--- config.mk ---
export PLATFORM = sky130hd
export DESIGN_NAME = reg_bank
export DESIGN_NICKNAME = d
export VERILOG_FILES = /design/src/rtl/reg_bank.sv
export SDC_FILE = /design/constraint.sdc
export NUM_CORES = 1
export LEC_CHECK = 0
export BUFFER_PORTS_ARGS = -buffer_cell sky130_fd_sc_hd__buf_4
export CAP_MARGIN = 10
export CORE_AREA = 5 5 148 221
export CTS_BUF_LIST = sky130_fd_sc_hd__clkbuf_4 sky130_fd_sc_hd__clkbuf_8 sky130_fd_sc_hd__clkbuf_16
export DETAILED_ROUTE_END_ITERATION = 6
export DIE_AREA = 0 0 153 226
export MAX_ROUTING_LAYER = met4
export PLACE_DENSITY = 0.53
export SETUP_SLACK_MARGIN = 0.5
export SYNTH_ARGS = -nofsm -noshare
export SYNTH_HDL_FRONTEND = slang
export SYNTH_SLANG_ARGS = --single-unit
export TNS_END_PERCENT = 5
--- constraint.sdc ---
create_clock -name clk_i -period 1.6 [get_ports clk_i]
set_input_delay 0.24 -clock clk_i [delete_from_list [all_inputs] [get_ports clk_i]]
set_output_delay 0.24 -clock clk_i [all_outputs]
set_load 0.1 [all_outputs]
--- src/rtl/reg_bank.sv ---
// 8 x DATA_W register bank: one-hot write select, two registered read ports (1-cycle latency),
// optional same-edge write-to-read bypass, sticky malformed-select flag. No backpressure: accepts every cycle.
module reg_bank #(
  parameter int DATA_W   = 16,
  parameter bit ZERO_REG = 1'b0,
  parameter bit BYPASS   = 1'b1
) (
  input  logic              clk_i,
  input  logic              rst_n_i,
  input  logic              wr_en_i,
  input  logic [7:0]        destreg_i,
  input  logic [DATA_W-1:0] wrdata_i,
  input  logic              rd_en_i,
  input  logic [2:0]        srcreg_a_i,
  input  logic [2:0]        srcreg_b_i,
  input  logic              err_clr_i,
  output logic [DATA_W-1:0] rddata_a_o,
  output logic [DATA_W-1:0] rddata_b_o,
  output logic              rd_valid_o,
  output logic              wr_err_o
);

  logic [DATA_W-1:0] regs [8];
  logic [2:0]        wr_idx;
  logic              sel_onehot;
  logic              wr_drop;
  logic              wr_do;
  logic              wr_bad;
  logic [DATA_W-1:0] rd_a;
  logic [DATA_W-1:0] rd_b;

  always_comb begin
    wr_idx = '0;
    for (int i = 0; i < 8; i++) begin
      if (destreg_i[i]) wr_idx = 3'(i);
    end
  end

  assign sel_onehot = $onehot(destreg_i);
  // A write to the hardwired zero register is silently discarded, not an error.
  assign wr_drop    = ZERO_REG && (destreg_i == 8'h01);
  assign wr_do      = wr_en_i && sel_onehot && !wr_drop;
  assign wr_bad     = wr_en_i && !sel_onehot;

  always_comb begin
    rd_a = regs[srcreg_a_i];
    rd_b = regs[srcreg_b_i];
    if (BYPASS && wr_do && (wr_idx == srcreg_a_i)) rd_a = wrdata_i;
    if (BYPASS && wr_do && (wr_idx == srcreg_b_i)) rd_b = wrdata_i;
    if (ZERO_REG && (srcreg_a_i == 3'd0)) rd_a = '0;
    if (ZERO_REG && (srcreg_b_i == 3'd0)) rd_b = '0;
  end

  always_ff @(posedge clk_i or negedge rst_n_i) begin
    if (!rst_n_i) begin
      for (int i = 0; i < 8; i++) regs[i] <= '0;
      rddata_a_o <= '0;
      rddata_b_o <= '0;
      rd_valid_o <= 1'b0;
      wr_err_o   <= 1'b0;
    end else begin
      if (wr_do) regs[wr_idx] <= wrdata_i;
      rd_valid_o <= rd_en_i;
      if (rd_en_i) begin
        rddata_a_o <= rd_a;
        rddata_b_o <= rd_b;
      end
      // A new error on the same edge as a clear keeps the flag set.
      if (wr_bad)         wr_err_o <= 1'b1;
      else if (err_clr_i) wr_err_o <= 1'b0;
    end
  end

endmodule
==> results.md <==
* Cell Rows at 79
* Nets at 921
* Area growth syn-to-layout at 39.9%
* Period utilization at 215%
* Number of H-tree levels at 4
* Routed Antenna Nets at 0
* R2r endpoint: rddata_a_o[10]$_DFFE_PN0P_
* Vias/cell at 5.30
* Rel. slew slack at 62.7%
* Fraction of layout cells with a size suffix above 1 at 50.7%
* Clock sink total at 162
* CP max FO at 16
* Syn Inst Count at 722
* Comb power frac at between 30% and 40%
* Pins Over Slew Limit at 0
* CTS tree: built
* Clk slew on worst S/H paths at about 0.07 ns
* Number of port buffers at between 60 and 70
* Cell leakage power at 5.66 nW
* Sw Share at 35.7%
* Share of power burned in registers at 36.9%
* TritonCTS Buffers at 17
* Switching pwr at 5.66 mW
* Num ports at 69
* Clk Latency, worst-skew pair at 0.44 ns
* CP startpoint: destreg_i[0]
* MaxCap Viol Count at 0
* Post-Syn Nets at 764
* Drt wl/cell at 22.1 um
* Status: complete, but fails checks
* Fillers at 2,932
* Placer Congestion at 0.820
* Max clock buf depth at 2
* R2r setup slk at -0.10 ns
* Clock Skew at ~0.012 ns
* Critical path arrival at 3.75 ns
* Worst-margin pin slew at ~0.56 ns
* Post-DP HPWL at approximately 20,000 um
* Primary FF master, synth: dfrtp_1
* Initial antenna violation count at 0
* Slowest Stage Delay on Critical Path at 0.54 ns
* CP endpoint kind: flip-flop
* Critical Path End: regs[80]$_DFFE_PN0P_
* 1st-pass router iterations at 6
* Congestion Overflow GR at 0
* Unrepaired setup endpoints after global routing: true
* Worst reg2reg path depth at 6
* Final setup fails at 161
* Die Area at 34,600 sq um
* First-pass GRT wire length at 44,500 um
* Reg2reg start: regs[58]$_DFFE_PN0P_
* Slowest cell on crit path: fa_1
* Final routed DRC violation total at 0
* Clk network pwr share at between 20 and 30%
* Post-layout minimum cycle time at 3.44 ns
* Most used cell, CP: fa_1
* Post-synthesis cell type count at around 50
* Vias in the first global route at between 7,000 and 8,000
* Via Count at 6,873
* Max Freq at ~290 MHz
* Syn_area_per_cell at 12.5 sq um
* VDD IR max at 0.857 mV
* Commonest non-fill, non-tap cell in the layout: dfrtp_1
* Int Power at between 10 and 15 mW
* Initial core utilization at 29.5%
* Yosys Warn Count at 0
* EDFF count, synth at 0
* Die W at 153 um
* Final setup margin at -1.84 ns
* Failing checks: negative setup slack
* Core area at 30,600 sq um
* CP Data Required Time at 1.91 ns
* Kind of critical path: in -> reg
* Gr usage total at between 15 and 20%
* Final Hold Vio Count at 0
* Hold Path Class: in -> reg
* #FFs+latches synth at 162
* Critical path startpoint category: primary input
* Pre-CTS WS at -2.42 ns
* Most frequent cells in the layout: dfrtp_1, buf_4, mux2_2, mux2i_1, mux2_4
* Final WL at 28,700 um
* Overall Power at 15.9 mW
* Fraction of registers with async set/reset at between 90% and 100%
* Die Y at 226 um
* Pin count of the biggest net entering global routing at 81
* Synth Cell Area at 9040 sq um
* Critical path, cell by cell: buf_6 > inv_2 > fa_1 > fa_1 > fa_1 > inv_1 > ha_2 > inv_2 > fa_2 > buf_4 > mux2_4 > buf_6 > and3_4 > nand4_1 > buf_12 > mux2_2
* DRT iter0 DRCs at between 400 and 500
* Sequential area share after synthesis at 44.8%
* Pwr/cell area at 1260 nW/um^2
* N_diodes at 0
* Root buffer cell: clkbuf_16
[power groups by stage]
stage	combinational (mW)	clock, mW	sequential (mW)
final	6.00	4.02	5.85
after global routing	6.32	4.29	5.97
after CTS	5.91	4.12	5.84
after detailed placement	5.20	0	5.81
after global placement	5.14	0	5.77
after floorplan	2.37	0	6.85
[cells in the mapped netlist (19+ instances only)]
cell | count | area, sq um
mux2_2 | 160 | 1800
clkbuf_1 | 29 | 109
o311ai_1 | 26 | 228
nand2b_1 | 33 | 206
dfrtp_1 | 162 | 4050
nand2_1 | 19 | 71.3
a221oi_1 | 32 | 280
o311ai_0 | 20 | 175
mux2i_1 | 64 | 641
buf_2 | 24 | 120
nor2b_1 | 19 | 119
[layer usage]
layer | routed length [um] | GRT usage [%] | vias to the layer above
li1 | - | - | 3097
met1 | 11100 | 18.8 | 3597
met2 | 16100 | 31.7 | 132
met3 | 631 | 2.61 | 47
met4 | 803 | 6.18 | 0
met5 | 0 | - | -
[metrics by stage]
step | utilization, % | area (sq um) | instances | hold WS [ns] | setup TNS (ns)
floorplan | - | 9140 | 722 | -0.0556 | -355.24
global placement | 36.2 | 11100 | 1254 | 0.0948 | -364.65
detailed placement | 36.2 | 11100 | 1254 | 0.0967 | -369.66
CTS | 40.6 | 12400 | 1296 | 0.104 | -275.48
global route | 41.3 | 12600 | 1297 | 0.118 | -301.70
finish | 41.3 | 12600 | 1297 | 0.123 | -284.83
[state kept, by name, summed over array words and instances, names as in the netlist]
| signal | flops |
|---|---|
| regs | 128 |
| rddata_a_o | 16 |
| rddata_b_o | 16 |
| rd_valid_o | 1 |
| wr_err_o | 1 |
[what timing repair did]
item | in CTS | in global routing
buffers inserted | 6 | 1
setup endpoints to repair | 195 | 195
pin swaps | 18 | 11
resized for setup | 177 | 41
hold endpoints to repair | 163 | 0
gates cloned | 2 | 0
hold buffers | 2 | 0
[cell type report]
type / count / area, sq um / share of cell area, %
well taps: 405 / 507 / 4.01
multi-input cells: 483 / 5130 / 40.5
inverters: 15 / 56.3 / 0.445
clock inverters: 15 / 148 / 1.17
flip-flops and latches: 162 / 4050 / 32.1
clock buffers: 17 / 425 / 3.36
repair buffers: 200 / 2330 / 18.4
[cell families (layout without fill, tap and decap cells)]
| family | count (synthesis) | after routing | synth area share [%] |
|---|---|---|---|
| compound gates | 133 | 133 | 12.0 |
| fa+ha+maj | 7 | 7 | 1.30 |
| buf+inv | 78 | 247 | 3.86 |
| flops | 162 | 162 | 44.8 |
| mux | 241 | 241 | 31.1 |
| simple gates | 101 | 102 | 6.82 |
[how the worst min path moves through the flow]
stage | from | end | slack, ns | depth (start not counted)
CTS | wrdata_i[14] | regs[30]$_DFFE_PN0P_ | 0.10 | 2
global placement | rst_n_i | rddata_b_o[8]$_DFFE_PN0P_ | 0.09 | 1
detailed placement | rst_n_i | rddata_b_o[8]$_DFFE_PN0P_ | 0.1 | 1
finish | wrdata_i[14] | regs[78]$_DFFE_PN0P_ | 0.12 | 2
global route | wrdata_i[2] | regs[66]$_DFFE_PN0P_ | 0.12 | 2
floorplan | rst_n_i | rd_valid_o$_DFF_PN0_ | -0.06 | 0
[worst max-delay path, delay by kind of cell]
family / cells / cell delay (ns)
buffers and inverters: 7 / 0.66
adders and majority gates: 5 / 1.93
and+or+nand+nor: 2 / 0.29
muxes: 2 / 0.64
Note: power is estimated with default switching activity, not from simulation.
